### config.mk
export PLATFORM = sky130hd
export DESIGN_NAME = instr_fetch_ctrl
export DESIGN_NICKNAME = d
export VERILOG_FILES = /design/src/rtl/instr_fetch_ctrl_pkg.sv /design/src/rtl/instr_fetch_ctrl_fetch_fifo.sv /design/src/rtl/instr_fetch_ctrl.sv
export SDC_FILE = /design/constraint.sdc
export NUM_CORES = 1
export LEC_CHECK = 0
export ABC_CLOCK_PERIOD_IN_PS = 8060
export CAP_MARGIN = 20
export CORE_MARGIN = 8
export CORE_UTILIZATION = 40
export CTS_BUF_LIST = sky130_fd_sc_hd__clkbuf_8
export CTS_CLUSTER_DIAMETER = 120
export CTS_CLUSTER_SIZE = 10
export DETAILED_ROUTE_END_ITERATION = 12
export MAX_ROUTING_LAYER = met4
export PLACE_DENSITY = 0.71
export RECOVER_POWER = 25
export SLEW_MARGIN = 20
export SYNTH_ARGS = -nofsm -noshare
export SYNTH_HDL_FRONTEND = slang
export SYNTH_SLANG_ARGS = --single-unit
### constraint.sdc
create_clock -name clk_i -period 8.06 [get_ports clk_i]
set_input_delay 1.612 -clock clk_i [delete_from_list [all_inputs] [get_ports clk_i]]
set_output_delay 1.612 -clock clk_i [all_outputs]
set_load 0.005 [all_outputs]
### src/rtl/instr_fetch_ctrl_pkg.sv
// Shared CPU fetch definitions: controller state encoding, instruction width, buffer entry layout.
package instr_fetch_ctrl_pkg;

  localparam int INSTR_W = 32;
  localparam int ENTRY_W = 2 * INSTR_W;

  typedef enum logic [1:0] {
    ST_IDLE = 2'd0,
    ST_RUN  = 2'd1,
    ST_ERR  = 2'd2
  } fetch_state_t;

  typedef struct packed {
    logic [INSTR_W-1:0] pc;
    logic [INSTR_W-1:0] instr;
  } fetch_entry_t;

  function automatic logic [INSTR_W-1:0] word_align(input logic [INSTR_W-1:0] addr);
    return {addr[INSTR_W-1:2], 2'b00};
  endfunction

endpackage

### src/rtl/instr_fetch_ctrl_fetch_fifo.sv
// Fetch buffer: DEPTH-entry FIFO, head visible combinationally, pushed data visible one cycle later.
// Accepts a push when full only if the head pops the same cycle; flush empties it in one cycle.
module fetch_fifo #(
  parameter int DEPTH = 2,
  parameter int WIDTH = 64
) (
  input  logic             core_clk,
  input  logic             arst_n,
  input  logic             flush,
  input  logic             push_vld,
  input  logic [WIDTH-1:0] push_dat,
  input  logic             pop_rdy,
  output logic             head_vld,
  output logic [WIDTH-1:0] head_dat,
  output logic             full
);

  localparam int PTR_W = (DEPTH > 1) ? $clog2(DEPTH) : 1;
  localparam int CNT_W = PTR_W + 1;

  logic [WIDTH-1:0] mem [DEPTH];
  logic [PTR_W-1:0] wr_ptr;
  logic [PTR_W-1:0] rd_ptr;
  logic [CNT_W-1:0] count;
  logic             do_push;
  logic             do_pop;

  assign head_vld = (count != '0);
  assign full     = (count == CNT_W'(DEPTH));
  assign do_pop   = pop_rdy && head_vld;
  assign do_push  = push_vld && (!full || do_pop);
  // Empty buffer presents zeros so the head never shows stale storage.
  assign head_dat = head_vld ? mem[rd_ptr] : '0;

  always_ff @(posedge core_clk or negedge arst_n) begin
    if (!arst_n) begin
      wr_ptr <= '0;
      rd_ptr <= '0;
      count  <= '0;
    end else if (flush) begin
      wr_ptr <= '0;
      rd_ptr <= '0;
      count  <= '0;
    end else begin
      if (do_push) wr_ptr <= PTR_W'(wr_ptr + 1'b1);
      if (do_pop)  rd_ptr <= PTR_W'(rd_ptr + 1'b1);
      if (do_push && !do_pop)      count <= count + 1'b1;
      else if (do_pop && !do_push) count <= count - 1'b1;
    end
  end

  always_ff @(posedge core_clk) begin
    if (do_push && !flush) mem[wr_ptr] <= push_dat;
  end

endmodule

### src/rtl/instr_fetch_ctrl.sv
// Instruction fetch controller: walks pc through a combinational imem into a small fetch buffer.
// First instruction visible 2 cycles after start; fetching stalls while the buffer is full and unpopped.
module instr_fetch_ctrl
  import instr_fetch_ctrl_pkg::*;
#(
  parameter logic [31:0] RESET_PC   = 32'h0000_0000,
  parameter int          MEM_WORDS  = 32,
  parameter int          FIFO_DEPTH = 2
) (
  input  logic               clk_i,
  input  logic               rst_i,
  input  logic               start_i,
  input  logic               halt_i,
  input  logic               redirect_i,
  input  logic [INSTR_W-1:0] redirect_pc_i,
  output logic [INSTR_W-1:0] imem_addr_o,
  input  logic [INSTR_W-1:0] imem_instr_i,
  output logic [INSTR_W-1:0] instr_o,
  output logic [INSTR_W-1:0] instr_pc_o,
  output logic               instr_valid_o,
  input  logic               instr_ready_i,
  output logic               busy_o,
  output logic               err_o
);

  localparam logic [30:0] MEM_LIMIT = 31'(MEM_WORDS);

  fetch_state_t       state_q, state_d;
  logic [INSTR_W-1:0] pc_q, pc_d;
  logic               err_q, err_d;
  logic               fifo_push;
  logic               fifo_pop;
  logic               fifo_flush;
  logic               fifo_full;
  fetch_entry_t       push_entry;
  fetch_entry_t       head_entry;

  assign push_entry.pc    = pc_q;
  assign push_entry.instr = imem_instr_i;

  fetch_fifo #(
    .DEPTH (FIFO_DEPTH),
    .WIDTH (ENTRY_W)
  ) u_fetch_fifo (
    .core_clk (clk_i),
    .arst_n   (rst_i),
    .flush    (fifo_flush),
    .push_vld (fifo_push),
    .push_dat (push_entry),
    .pop_rdy  (fifo_pop),
    .head_vld (instr_valid_o),
    .head_dat (head_entry),
    .full     (fifo_full)
  );

  assign imem_addr_o = pc_q;
  assign instr_o     = head_entry.instr;
  assign instr_pc_o  = head_entry.pc;
  assign busy_o      = (state_q == ST_RUN);
  assign err_o       = err_q;

  always_comb begin
    state_d    = state_q;
    pc_d       = pc_q;
    err_d      = err_q;
    fifo_push  = 1'b0;
    fifo_pop   = instr_valid_o && instr_ready_i;
    fifo_flush = 1'b0;

    if (redirect_i) begin
      // Redirect wins over everything and freezes the buffer for this cycle.
      fifo_flush = 1'b1;
      fifo_pop   = 1'b0;
      pc_d       = word_align(redirect_pc_i);
      state_d    = ST_IDLE;
      if (state_q == ST_ERR) err_d = 1'b0;
    end else begin
      unique case (state_q)
        ST_IDLE: begin
          if (!halt_i && start_i) state_d = ST_RUN;
        end
        ST_RUN: begin
          if (halt_i) begin
            state_d = ST_IDLE;
          end else if ({1'b0, pc_q[31:2]} >= MEM_LIMIT) begin
            err_d   = 1'b1;
            state_d = ST_ERR;
          end else if (!fifo_full || fifo_pop) begin
            fifo_push = 1'b1;
            pc_d      = pc_q + 32'd4;
          end
        end
        ST_ERR: begin
          state_d = ST_ERR;
        end
        default: begin
          state_d = ST_IDLE;
        end
      endcase
    end
  end

  always_ff @(posedge clk_i or negedge rst_i) begin
    if (!rst_i) begin
      state_q <= ST_IDLE;
      pc_q    <= RESET_PC;
      err_q   <= 1'b0;
    end else begin
      state_q <= state_d;
      pc_q    <= pc_d;
      err_q   <= err_d;
    end
  end

endmodule

## Word-level counts from Yosys, hierarchy flattened

Memory sizes are Yosys's and may differ from the RTL's.
Cells that the tools add are included.

| word-level totals | value |
|---|---|
| register bits | 39 |
| bits in writable memories | 128 |
| input bits | 70 |
| output and inout bits | 99 |
| word-level logic and storage cells | 78 |
| memories kept | 1 |

Memories:

| memory | words | width | rd ports | clocked after Yosys merged registers in | wr ports | line | RTL |
|---|---|---|---|---|---|---|---|
| u_fetch_fifo.mem | 2 | 64 | 1 | 0 | 1 | instr_fetch_ctrl_fetch_fifo.sv:21 | `logic [WIDTH-1:0] mem [DEPTH];` |

| cells by class | value |
|---|---|
| add/subtract/negate cells | 5 |
| order comparisons | 1 |
| equality and inequality tests | 8 |
| mux-type cells | 32 |
| reduce and logical (&&, ||, !) cells | 25 |

Operators by type and width:

| operator | number |
|---|---|
| 32-bit two-way mux | 5 |
| 64-bit two-way mux | 1 |
| 32-bit by 3-bit adder with 32-bit output, second input constant | 1 |
| 30-bit by 6-bit greater-or-equal comparator with 1-bit output, second input constant | 1 |
| 1-bit two-way mux | 18 |
| 2-bit two-way mux | 7 |
| 2-bit nonzero test | 6 |
| 4-bit AND reduction | 2 |
| 1-bit logical AND | 7 |
| 2-bit case mux with 3 select lines | 1 |
| 1-bit logical NOT | 5 |
| 2-bit equality test, second input constant | 2 |
| 2-bit by 1-bit inequality test with 1-bit output, second input constant | 2 |
| 4-bit by 3-bit inequality test with 1-bit output, second input constant | 1 |
| 3-bit inequality test, second input constant | 1 |
| 3-bit nonzero test | 1 |
| 1-bit adder, second input constant | 2 |
| 2-bit by 1-bit adder with 2-bit output, second input constant | 1 |
| 2-bit by 1-bit equality test with 1-bit output, second input constant | 1 |
| 2-bit logical NOT | 1 |
| 1-bit logical OR | 2 |
| 2-bit inequality test, second input constant | 1 |
| 2-bit AND reduction | 1 |
| 2-bit by 1-bit subtractor with 2-bit output, second input constant | 1 |

## Logic depth before layout (Yosys ltp)

Gate-level depths: netlist of run 1.

| logic depth | value |
|---|---|
| depth after elaboration | 14 |
| mapped depth | 5 |
| depth with buffers taken out | 5 |

## Cells and area by module

Synthesis of run 1 repeated with hierarchy kept, for this count alone.

| unflattened totals | value |
|---|---|
| cells, all modules | 419 |
| area total of the unflattened synthesis | 6631.4 µm² |

By module, submodules not included:

| module | times used | cells an instance | area an instance (µm²) | seq. area each (µm²) |
|---|---|---|---|---|
| fetch_fifo | 1 | 299 | 5077.4 | 3943.8 |
| instr_fetch_ctrl | 1 | 120 | 1554.0 | 825.8 |

## Worst setup path before layout of run 1

OpenSTA, ideal clock, no wires.

| timing path | value |
|---|---|
| path type | input -> register |
| start point | in redirect_i |
| end point | mem u_fetch_fifo.mem[0][0] (enable) |
| setup time | 0.635 ns |
| data arrival time | 7.972 ns |
| required time | 7.425 ns |
| slack | -0.547 ns |
| cell stages on the path | 3 |
| buffers on the path | 2 |
| cell sequence | clkbuf_1 clkbuf_1 nor4_1 |

| between the ends | value |
|---|---|
| word-level cells in the longest chain between the ends | 7 |
| elaborated cells between the ends (all ways) | 10 |
| classes of those cells | mux (5); reduce/logical (5) |

RTL lines:

| what | line | RTL |
|---|---|---|
| start, declared | instr_fetch_ctrl.sv:14 | `input logic redirect_i,` |
| 1-bit two-way mux | instr_fetch_ctrl.sv:70 | `if (redirect_i) begin` |
| 1-bit logical AND | instr_fetch_ctrl_fetch_fifo.sv:30 | `assign do_pop = pop_rdy && head_vld;` |
| 1-bit logical OR | instr_fetch_ctrl_fetch_fifo.sv:31 | `assign do_push = push_vld && (!full \|\| do_pop);` |
| 1-bit logical AND | instr_fetch_ctrl_fetch_fifo.sv:31 |  |
| 1-bit logical AND * | instr_fetch_ctrl_fetch_fifo.sv:53 | `if (do_push && !flush) mem[wr_ptr] <= push_dat;` |
| 1-bit two-way mux * | instr_fetch_ctrl_fetch_fifo.sv:53 |  |
| 1-bit two-way mux (implied by the code) * | instr_fetch_ctrl_fetch_fifo.sv:53 |  |
| end, declared | instr_fetch_ctrl_fetch_fifo.sv:21 |  |

Mark *: on every way between the ends. The rest lies on a longest branch, timed or not.

## Final worst setup path of run 1

| timing path | value |
|---|---|
| start point | reg u_fetch_fifo.rd_ptr |
| end point | out instr_pc_o[30] |

| between the ends | value |
|---|---|
| word-level cells in the longest chain between the ends | 2 |

RTL lines:

| what | line | RTL |
|---|---|---|
| start, declared | instr_fetch_ctrl_fetch_fifo.sv:23 | `logic [PTR_W-1:0] rd_ptr;` |
| start signal, assigned | instr_fetch_ctrl_fetch_fifo.sv:46 | `if (do_pop) rd_ptr <= PTR_W'(rd_ptr + 1'b1);` |
| memory read 2 x 64 bit | n/a |  |
| 64-bit two-way mux | instr_fetch_ctrl_fetch_fifo.sv:33 | `assign head_dat = head_vld ? mem[rd_ptr] : '0;` |
| end, declared | instr_fetch_ctrl.sv:19 | `output logic [INSTR_W-1:0] instr_pc_o,` |

No other way between the ends.

==> results of run 1 <==
[where the power goes]
part | total (mW) | internal (mW) | switching [mW]
combinational | 0.0991 | 0.0667 | 0.0324
clock | 0.636 | 0.359 | 0.278
sequential | 0.938 | 0.914 | 0.0242
total | 1.67 | 1.34 | 0.334
[path summary, 6_finish.rpt]
kind | endpoint | start | depth (start not counted) | slack (ps)
max | instr_pc_o[30] | u_fetch_fifo.rd_ptr | 4 | 4120
max reg2reg | u_fetch_fifo.mem[1][60] | imem_addr_o[28] | 5 | 5130
min in group asynchronous | imem_addr_o[20] | rst_i | 1 | 1300
min | state_q[0] | state_q[1] | 1 | 500
min reg2reg | state_q[0] | state_q[1] | 1 | 500
max in group asynchronous | u_fetch_fifo.rd_ptr | rst_i | 1 | 6080
[registers in the layout (all words and copies together) (netlist names)]
register,cells
u_fetch_fifo.wr_ptr,1
state_q,2
u_fetch_fifo.mem,124
u_fetch_fifo.rd_ptr,1
imem_addr_o,30
u_fetch_fifo.count,2
err_o,1
[stage by stage]
| step | total power [mW] | std cells | util |
|---|---|---|---|
| CTS | 1.70 | 800 | 0.550 |
| floorplan | 0.977 | 408 | - |
| detailed placement | 1.06 | 768 | 0.522 |
| global placement | 1.06 | 768 | 0.522 |
| global route | 1.74 | 801 | 0.552 |
| finish | 1.67 | 802 | 0.552 |
[cell type report]
cell class	count	area (sq um)
Sequential cell	161	4650
Clock inverter	12	165
Clock buffer	20	275
Multi-Input combinational cell	218	1610
Antenna cell	1	2.50
Inverter	7	26.3
Fill cell	1282	7040
Tap cell	216	270
Timing Repair Buffer	167	1670
[cells by family after synthesis]
family,count (synthesis),synth area share
AOI/OAI and AO/OA,12,0.0134
xor gates and xnor gates,7,0.00966
adders and majority gates,2,0.00394
buffers and inverters,29,0.0197
DFF,161,0.733
muxes,88,0.144
other,1,0.000591
and+or+nand+nor,105,0.0763
[routing by layer]
| metal | wire (um) | up-vias |
|---|---|---|
| met5 | 0 | - |
| met4 | 178 | 0 |
| met3 | 703 | 16 |
| met2 | 7190 | 103 |
| met1 | 5970 | 1849 |
| li1 | - | 1807 |
[cells in the final DEF, fill, tap and decap left out, types with 4 or more instances in the layout]
cell             count
clkdlybuf4s50_1    138
edfxtp_1           124
nor2_1              72
mux2i_1             62
dfrtp_1             36
mux2_2              24
dlygate4sd3_1       22
clkbuf_8            20
inv_1               10
nand2_1              8
nor4_1               7
xnor2_1              5
nand3_1              4
a21oi_1              4
conb_1               4
bufinv_16            4
buf_4                4
==> impl_table.tex, run 1 <==
\begin{tabular}{lr}
\hline
Metric & Value \\
\hline
\multicolumn{2}{l}{\textbf{Outcome}} \\
Status & finished clean \\
\multicolumn{2}{l}{\textbf{Place}} \\
Quantity of I/O buffers inserted on ports & 162 \\
Worst-case setup slack after placement & between 3000 and 4000 ps \\
Gpl congestion & between 0.8 and 0.9 \\
HPWL after detailed placement & slightly above 9 mm \\
Placed cell area & a little over 0.008 sq mm \\
\multicolumn{2}{l}{\textbf{Worst setup path}} \\
Critical Path Slowest Stage Cell & dfrtp\_4 \\
CP top delay family & buffers and inverters \\
Crit path cell chain & buf\_16 > mux2i\_1 > nor2\_1 > clkdlybuf4s50\_1 \\
Longest individual stage delay on the worst path & roughly 760 ps \\
Element type at the critical path start & register \\
Crit end category & output pin \\
Buffer and inverter count on the worst path & 2 \\
CP Class & reg -> out \\
Data required time of the worst path & $\sim$6500 ps \\
Highest net fanout along the worst path & 37 \\
Arrival time reported for the critical path endpoint & $\sim$2300 ps \\
\multicolumn{2}{l}{\textbf{Route}} \\
DR vias/cell & approximately 4.7 \\
Total wire length & 14.0 mm \\
First-pass iteration count of the detailed router & 4 \\
Number of vias in the routed layout & around 3800 \\
Average routed wire per standard cell & 17.5 um \\
First-iteration detailed-routing DRC count & 120 \\
DRC violations left & 0 \\
Residual antenna-violating net count after detailed routing & 0 \\
\multicolumn{2}{l}{\textbf{Floorplanning}} \\
Total Die Area & 0.0202 sq mm \\
Width of the chip & between 100 and 150 um \\
DIE HEIGHT & 142 um \\
Starting density of the core & 0.404 \\
Number of primary I/O pins & about 170 \\
Site row count & 46 \\
Area of the core region & between 0.015 and 0.02 sq mm \\
\multicolumn{2}{l}{\textbf{CTS}} \\
Clock network latency to the later pin of the worst-skew pair & between 400 and 500 ps \\
Clock tree from TritonCTS & done \\
Count of instances resized after the clock tree is built & 0 \\
CTS H-Tree Depth & 4 \\
Sink count of the clock tree & 161 \\
Quantity of hold-fixing buffers added after cts & 0 \\
Clock transition at the registers of the reported paths & roughly 80 ps \\
Clk root buf & clkbuf\_8 \\
Post-CTS Setup Repair Bufs & 0 \\
Clk buf depth & 2 \\
Number of buffers created by CTS & 17 \\
\multicolumn{2}{l}{\textbf{Synthesis}} \\
Number of synthesized flops with an enable pin & between 100 and 150 \\
Most common cell in the synthesized netlist & edfxtp\_1 \\
Part of the Yosys area used for sequential elements & 0.733 \\
Ys Warns & 0 \\
FFs w/ async S/R, synth & 0.230 \\
Total standard cell area after synthesis & 0.00635 sq mm \\
Dominant register cell in the synthesized netlist & edfxtp\_1 \\
Most used standard cells in the synthesized netlist & edfxtp\_1, nor2\_1, mux2i\_1, dfrtp\_1, mux2\_2 \\
Post-synthesis instance total & just over 400 \\
Portion of synthesized cell area occupied by the leading cell type & 0.587 \\
Seq cells post-synth & roughly 160 \\
Most area-consuming cells after synthesis & edfxtp\_1, dfrtp\_1, mux2i\_1, nor2\_1, mux2\_2 \\
Cell taking the most area after synthesis & edfxtp\_1 \\
Synth Area per Inst & about 16 sq um \\
Library cells used by synthesis & 33 \\
\multicolumn{2}{l}{\textbf{Job}} \\
Number of max-cap violations & 0 \\
\multicolumn{2}{l}{\textbf{GRT}} \\
Overflow after GRT & 0 \\
Met2 usage & 0.245 \\
Most Used Layer, Global Route & met2 \\
Global Route met3 Usage & 0.0386 \\
Antenna violations before repair & 0 \\
Combined global-route utilization of all metal layers & 0.146 \\
Pin count of the biggest net entering global routing & 65 \\
Global-route wire length before repair & around 22 mm \\
Met1 track demand over resource & 0.165 \\
Via count of the first global-routing pass & $\sim$4000 \\
\multicolumn{2}{l}{\textbf{STA}} \\
Worst slew margin relative to its limit & 0.389 \\
Slew of the pin with the lowest slew margin & 916 ps \\
Worst hold slack & between 400 and 500 ps \\
Final hold violations & 0 \\
Final max-slew violation count & 0 \\
Total negative slack & 0 ps \\
Worst setup slack after layout & 4120 ps \\
Unrepaired setup endpoints after global routing & no \\
Final Cycle Share & 0.489 \\
Time the final worst path needs with I/O delays and setup & $\sim$3900 ps \\
Top achievable clock speed & 254 MHz \\
Final setup violating endpoints & 0 \\
Clock Skews & $\sim$8.8 ps \\
\multicolumn{2}{l}{\textbf{Pwr}} \\
Reported leakage power & $\sim$2.9 nW \\
Pwr/cell area & 193 mW/mm\^{}2 \\
Worst IR drop on VDD & roughly 90 uV \\
\multicolumn{2}{l}{\textbf{Final layout}} \\
Total non-filler cell area in the finished layout & between 0.008 and 0.009 sq mm \\
Syn-to-layout area delta & 36.6\% \\
Fraction of layout instances using a drive strength above 1 & 0.121 \\
Number of nets in the final layout & 644 \\
\multicolumn{2}{l}{\textbf{Hold path}} \\
Hold crit path type & reg -> reg \\
\hline
\end{tabular}
No activity file was read; power rests on OpenSTA's default activity.
==> run 2: changes to the inputs <==
Settings changed: ABC_CLOCK_PERIOD_IN_PS 8060 to 3800, PLACE_DENSITY 0.71 to 0.68.
Clock period 8.06 ns to 3.8 ns, I/O delays scaled along.
==> run 2 against run 1 <==
- die area is the same
- core utilization rose by 0.16 points
- non-clock buffer count rose by 3
- clock power grew 100%
- clock-buffer cell count increased by 1
- critical path type unchanged
==> impl_table.tex, run 2 (synthesis gave the netlist of run 1 again) <==
\begin{tabular}{lr}
\hline
Metric & Value \\
\hline
\multicolumn{2}{l}{\textbf{Worst setup path}} \\
Longest individual stage delay on the worst path & 530 ps (was 760 ps) \\
Critical Path Slowest Stage Cell & nor2\_4 (was dfrtp\_4) \\
Highest net fanout along the worst path & 41 (was 37) \\
Crit end category & output pin (unchanged) \\
Crit Reg-Reg Startpoint & imem\_addr\_o[16] (was imem\_addr\_o[28]) \\
Cells on worst reg2reg path & 5 (unchanged) \\
Worst reg2reg setup slack & 1230 ps (was 5130 ps) \\
Data required time of the worst path & 3040 ps (was 6450 ps) \\
Crit path cell chain & nor2\_4 > buf\_12 > nor2\_1 > clkdlybuf4s50\_1 (was buf\_16 > mux2i\_1 > nor2\_1 > clkdlybuf4s50\_1) \\
Element type at the critical path start & register (unchanged) \\
CP top delay family & buffers and inverters (unchanged) \\
Destination of the worst register-to-register timing path & u\_fetch\_fifo.mem[0][18] (was u\_fetch\_fifo.mem[1][60]) \\
Arrival time reported for the critical path endpoint & 2330 ps (about the same) \\
CP Class & reg -> out (unchanged) \\
Buffer and inverter count on the worst path & 2 (unchanged) \\
CP startpoint & u\_fetch\_fifo.count[0] (was u\_fetch\_fifo.rd\_ptr) \\
\multicolumn{2}{l}{\textbf{Pwr}} \\
Internal Power & 2.79 mW (was 1.34 mW) \\
Worst IR drop on VDD & 222 uV (was 92.4 uV) \\
Switching power share of the total & 0.203 (was 0.200) \\
Pwr/cell area & 403 mW/mm\^{}2 (was 193 mW/mm\^{}2) \\
Reported leakage power & 2.91 nW (was 2.90 nW) \\
Final Power & 3.50 mW (was 1.67 mW) \\
Switch Pwr & 710 uW (was 334 uW) \\
Clock power frac & 0.372 (was 0.380) \\
Part of the power in registers & 0.568 (was 0.560) \\
Relative contribution of combinational cells to total power & 0.060 (was 0.059) \\
\multicolumn{2}{l}{\textbf{GRT}} \\
Global Route met3 Usage & 0.0426 (was 0.0386) \\
Overflow after GRT & 0 (unchanged) \\
Antenna violations before repair & 0 (unchanged) \\
Most Used Layer, Global Route & met2 (unchanged) \\
Met2 usage & 0.255 (was 0.245) \\
Global-route wire length before repair & 22.6 mm (was 21.7 mm) \\
Pin count of the biggest net entering global routing & 45 (was 65) \\
Via count of the first global-routing pass & 4193 (was 4013) \\
Met1 track demand over resource & 0.171 (was 0.165) \\
Combined global-route utilization of all metal layers & 0.152 (was 0.146) \\
\multicolumn{2}{l}{\textbf{CTS}} \\
Clk buf depth & 2 (unchanged) \\
CTS H-Tree Depth & 4 (unchanged) \\
Quantity of hold-fixing buffers added after cts & 0 (unchanged) \\
Clock tree from TritonCTS & done (unchanged) \\
Clk root buf & clkbuf\_8 (unchanged) \\
Post-CTS Setup Repair Bufs & 0 (unchanged) \\
Clock network latency to the later pin of the worst-skew pair & 440 ps (about the same) \\
Clock transition at the registers of the reported paths & 80 ps (about the same) \\
Sink count of the clock tree & 161 (unchanged) \\
Count of instances resized after the clock tree is built & 0 (unchanged) \\
Number of buffers created by CTS & 17 (unchanged) \\
\multicolumn{2}{l}{\textbf{Place}} \\
Quantity of I/O buffers inserted on ports & 162 (unchanged) \\
Worst-case setup slack after placement & 740 ps (was 3770 ps) \\
HPWL after detailed placement & 9.76 mm (was 9.10 mm) \\
Gpl congestion & 0.754 (was 0.807) \\
\multicolumn{2}{l}{\textbf{Final layout}} \\
Share of the core filled with cells in the final layout & 0.553 (was 0.552) \\
Number of nets in the final layout & 647 (was 644) \\
Most frequent cells in the layout & clkdlybuf4s50\_1, edfxtp\_1, nor2\_1 (unchanged) \\
Number of flip-flops in the largest register & 124 (unchanged) \\
Diodes inserted & 0 (was 1) \\
Top reg by flops & u\_fetch\_fifo.mem (unchanged) \\
Fraction of layout instances using a drive strength above 1 & 0.128 (was 0.121) \\
Syn-to-layout area delta & 37.0\% (was 36.6\%) \\
Most frequent standard cell in the layout excluding fill and tap cells & clkdlybuf4s50\_1 (unchanged) \\
\multicolumn{2}{l}{\textbf{STA}} \\
Total negative slack & 0 ps (unchanged) \\
Worst slew margin relative to its limit & 0.370 (was 0.389) \\
Worst setup slack after layout & 710 ps (was 4120 ps) \\
Final max-slew violation count & 0 (unchanged) \\
Top achievable clock speed & 324 MHz \\
Clock Skews & 11.3 ps (was 8.79 ps) \\
Final hold violations & 0 (unchanged) \\
Final Cycle Share & 0.813 \\
Unrepaired setup endpoints after global routing & no (unchanged) \\
Slew of the pin with the lowest slew margin & 945 ps (was 916 ps) \\
Final setup violating endpoints & 0 (unchanged) \\
Time the final worst path needs with I/O delays and setup & between 3000 and 4000 ps \\
\multicolumn{2}{l}{\textbf{Route}} \\
Residual antenna-violating net count after detailed routing & 0 (unchanged) \\
First-pass iteration count of the detailed router & 4 (unchanged) \\
Total wire length & 14.3 mm (was 14.0 mm) \\
DR vias/cell & 4.73 (was 4.71) \\
Number of vias in the routed layout & 3801 (was 3775) \\
First-iteration detailed-routing DRC count & 177 (was 120) \\
DRC violations left & 0 (unchanged) \\
Average routed wire per standard cell & 17.7 um (was 17.5 um) \\
\multicolumn{2}{l}{\textbf{Hold path}} \\
Hold crit path type & in -> async (was reg -> reg) \\
\multicolumn{2}{l}{\textbf{Floorplanning}} \\
Total Die Area & 0.0202 sq mm (unchanged) \\
Site row count & 46 (unchanged) \\
Number of primary I/O pins & 169 (unchanged) \\
DIE HEIGHT & 142 um (unchanged) \\
Area of the core region & 0.0157 sq mm (unchanged) \\
Width of the chip & 142 um (unchanged) \\
Starting density of the core & 0.404 (unchanged) \\
\multicolumn{2}{l}{\textbf{Job}} \\
Number of max-cap violations & 0 (unchanged) \\
\multicolumn{2}{l}{\textbf{Outcome}} \\
Status & finished clean (unchanged) \\
\hline
\end{tabular}
run 2: layout make-up:
cell class / count / area (sq um)
clock buffer: 21 / 289
timing repair buffer: 170 / 1710
fill: 1276 / 7020
clock inverter: 11 / 136
sequential: 161 / 4650
tap: 216 / 270
inverter: 7 / 26.3
multi-input combinational: 218 / 1610
run 2: worst reg2reg max path, delay by kind of cell (launching register included):
| kind | cells | cell delay (ps) |
|---|---|---|
| and+or+nand+nor | 4 | 1330 |
| buffers and inverters | 1 | 440 |
| DFF | 1 | 430 |
run 2: through the flow:
stage | area (sq um) | cells | hold WS (ps)
2_1_floorplan | 6370 | 408 | 453
3_3_place_gp | 8270 | 772 | 477
6_report | 8690 | 804 | 434
4_1_cts | 8690 | 804 | 452
5_1_grt | 8690 | 804 | 481
3_5_place_dp | 8270 | 772 | 491
run 2: routing by layer:
layer / vias to the layer above / wire, um / share of wire
li1: 1812 / - / -
met1: 1865 / 6080 / 0.43
met2: 107 / 7190 / 0.50
met3: 17 / 789 / 0.055
met4: 0 / 204 / 0.014
met5: - / 0 / 0
run 2: how the worst max path moves through the flow:
stage                              end  slack [ps]  cells after the start
2_1_floorplan   u_fetch_fifo.mem[0][0]          30                      4
3_3_place_gp   u_fetch_fifo.mem[1][38]         810                      6
3_5_place_dp   u_fetch_fifo.mem[1][21]         740                      6
4_1_cts                 instr_pc_o[24]         630                      4
5_1_grt                  instr_pc_o[6]         540                      4
6_report                instr_pc_o[30]         710                      4
run 2: power groups by stage:
stage	Sequential (mW)	Combinational (mW)	Clock (mW)
detailed placement	2.03	0.218	0
CTS	1.99	0.220	1.34
global route	2.00	0.229	1.42
floorplan	2.02	0.0572	0
finish	1.99	0.210	1.30
global placement	2.03	0.213	0
==> run 3: changes to the inputs <==
Settings changed: ABC_CLOCK_PERIOD_IN_PS 3800 to 3000.
Clock period 3.8 ns to 3 ns, I/O delays scaled along.
==> run 3 against run 2 <==
- power is 26% higher
- register-to-register slack worse by 740 ps
- die area stayed put
- critical path depth stayed put
- core utilization is 0.13 points higher
- combinational power is 31% higher
- setup slack worse by 480 ps
- via count is 0.63% higher
- largest power group unchanged
- clock skew is 0.77 ps higher
==> impl_table.tex, run 3 (synthesis gave the netlist of run 1 again) <==
\begin{tabular}{lr}
\hline
Metric & Value \\
\hline
\multicolumn{2}{l}{\textbf{GRT}} \\
Overflow after GRT & 0 (unchanged) \\
Most Used Layer, Global Route & met2 (unchanged) \\
Global-route wire length before repair & 22.3 mm (was 22.6 mm) \\
Via count of the first global-routing pass & 4044 (was 4193) \\
Combined global-route utilization of all metal layers & 0.151 (was 0.152) \\
Global Route met3 Usage & 0.0486 (was 0.0426) \\
Antenna violations before repair & 0 (unchanged) \\
Met2 usage & 0.243 (was 0.255) \\
Met1 track demand over resource & 0.179 (was 0.171) \\
Pin count of the biggest net entering global routing & 39 (was 45) \\
\multicolumn{2}{l}{\textbf{Floorplanning}} \\
Total Die Area & 0.0202 sq mm (unchanged) \\
Width of the chip & 142 um (unchanged) \\
Number of primary I/O pins & 169 (unchanged) \\
DIE HEIGHT & 142 um (unchanged) \\
Site row count & 46 (unchanged) \\
Area of the core region & 0.0157 sq mm (unchanged) \\
Starting density of the core & 0.404 (unchanged) \\
\multicolumn{2}{l}{\textbf{Worst setup path}} \\
Element type at the critical path start & register (unchanged) \\
Highest net fanout along the worst path & 26 (was 41) \\
CP Class & reg -> out (unchanged) \\
Data required time of the worst path & 2400 ps (was 3040 ps) \\
Arrival time reported for the critical path endpoint & 2170 ps (was 2330 ps) \\
Crit end category & output pin (unchanged) \\
\multicolumn{2}{l}{\textbf{Route}} \\
Average routed wire per standard cell & 18.0 um (was 17.7 um) \\
Residual antenna-violating net count after detailed routing & 0 (unchanged) \\
Total wire length & 14.6 mm (was 14.3 mm) \\
First-iteration detailed-routing DRC count & 165 (was 177) \\
DR vias/cell & 4.74 (was 4.73) \\
First-pass iteration count of the detailed router & 4 (unchanged) \\
DRC violations left & 0 (unchanged) \\
Number of vias in the routed layout & 3825 (was 3801) \\
\multicolumn{2}{l}{\textbf{STA}} \\
Worst hold slack & 282 ps (was 434 ps) \\
Clock Skews & 12.1 ps (was 11.3 ps) \\
Worst slew margin relative to its limit & 0.400 (was 0.370) \\
Final setup violating endpoints & 0 (unchanged) \\
Final max-slew violation count & 0 (unchanged) \\
Unrepaired setup endpoints after global routing & no (unchanged) \\
Final Cycle Share & 0.923 \\
Time the final worst path needs with I/O delays and setup & approximately 2800 ps \\
Final hold violations & 0 (unchanged) \\
Slew of the pin with the lowest slew margin & 901 ps (was 945 ps) \\
Top achievable clock speed & about 360 MHz \\
\multicolumn{2}{l}{\textbf{CTS}} \\
Post-CTS Setup Repair Bufs & 0 (unchanged) \\
Clock tree from TritonCTS & done (unchanged) \\
Clock transition at the registers of the reported paths & 80 ps (about the same) \\
CTS H-Tree Depth & 4 (unchanged) \\
Quantity of hold-fixing buffers added after cts & 0 (unchanged) \\
Clk buf depth & 2 (unchanged) \\
Number of buffers created by CTS & 17 (unchanged) \\
Clk root buf & clkbuf\_8 (unchanged) \\
Clock network latency to the later pin of the worst-skew pair & 440 ps (about the same) \\
Count of instances resized after the clock tree is built & 0 (unchanged) \\
Sink count of the clock tree & 161 (unchanged) \\
\multicolumn{2}{l}{\textbf{Job}} \\
Number of max-cap violations & 0 (unchanged) \\
\multicolumn{2}{l}{\textbf{Pwr}} \\
Switching power share of the total & 0.204 (was 0.203) \\
Final Power & 4.43 mW (was 3.50 mW) \\
Relative contribution of combinational cells to total power & 0.062 (was 0.060) \\
Internal Power & 3.52 mW (was 2.79 mW) \\
Reported leakage power & 2.92 nW (was 2.91 nW) \\
Part of the power in registers & 0.568 (about the same) \\
Pwr/cell area & 508 mW/mm\^{}2 (was 403 mW/mm\^{}2) \\
Switch Pwr & 904 uW (was 710 uW) \\
Worst IR drop on VDD & 280 uV (was 222 uV) \\
Clock power frac & 0.369 (was 0.372) \\
\multicolumn{2}{l}{\textbf{Hold path}} \\
Hold crit path type & in -> async (unchanged) \\
\multicolumn{2}{l}{\textbf{Final layout}} \\
Number of flip-flops in the largest register & 124 (unchanged) \\
Most frequent standard cell in the layout excluding fill and tap cells & clkdlybuf4s50\_1 (unchanged) \\
Fraction of layout instances using a drive strength above 1 & 0.124 (was 0.128) \\
Syn-to-layout area delta & 37.3\% (was 37.0\%) \\
Diodes inserted & 0 (unchanged) \\
Top reg by flops & u\_fetch\_fifo.mem (unchanged) \\
Most frequent cells in the layout & clkdlybuf4s50\_1, edfxtp\_1, nor2\_1 (unchanged) \\
Number of nets in the final layout & 650 (was 647) \\
\multicolumn{2}{l}{\textbf{Place}} \\
HPWL after detailed placement & 10.0 mm (was 9.76 mm) \\
Gpl congestion & 0.846 (was 0.754) \\
Quantity of I/O buffers inserted on ports & 162 (unchanged) \\
\multicolumn{2}{l}{\textbf{Outcome}} \\
Status & finished clean (unchanged) \\
\hline
\end{tabular}
[run 3: final timing paths]
path                                     startpoint  depth (start not counted)                 endpoint  slack, ps
worst max-delay path            u_fetch_fifo.rd_ptr                          4            instr_pc_o[6]        230
worst min-delay path                          rst_i                          1          imem_addr_o[11]        280
worst max register to register      imem_addr_o[27]                          5  u_fetch_fifo.mem[0][14]        490
worst min register to register           state_q[1]                          1               state_q[0]        490
max in group asynchronous                     rst_i                          1      u_fetch_fifo.rd_ptr       2060
min in group clk_i                       state_q[1]                          1               state_q[0]        490
[run 3: metrics by stage]
step / TNS [ps] / util / cell area, sq um / instances / setup WS, ps
final: 0 / 0.555 / 8710 / 807 / 232
after global routing: 0 / 0.555 / 8710 / 807 / 109
after CTS: 0 / 0.555 / 8720 / 807 / 184
after detailed placement: 0 / 0.529 / 8310 / 775 / 354
after global placement: 0 / 0.529 / 8310 / 775 / 384
after floorplan: -45910 / - / 6380 / 408 / -741
[run 3: cell type report]
class | count | area (sq um)
Inverter | 7 | 26.3
Clock inverter | 15 | 178
Fill cell | 1291 | 7000
Clock buffer | 17 | 234
Tap cell | 216 | 270
Multi-Input combinational cell | 218 | 1610
Sequential cell | 161 | 4650
Timing Repair Buffer | 173 | 1740
[run 3: power by group through the flow]
stage	Clock [mW]	Combinational, mW	Sequential [mW]
after floorplan	0	0.0724	2.55
after global placement	0	0.281	2.56
after detailed placement	0	0.287	2.56
after CTS	1.68	0.289	2.52
after global routing	1.78	0.297	2.52
final	1.64	0.276	2.52
[run 3: critical path: stages (launching register included)]
cell and delay (ps):
dfrtp_4 430, buf_4 410, mux2i_1 170, nor2_1 190
clkdlybuf4s50_1 530
[run 3: routing by layer]
layer / routed length [um] / vias to the layer above / share of wire
met3: 759 / 12 / 0.052
met2: 7260 / 112 / 0.50
met5: 0 / - / 0
met4: 161 / 0 / 0.011
li1: - / 1814 / -
met1: 6380 / 1887 / 0.44
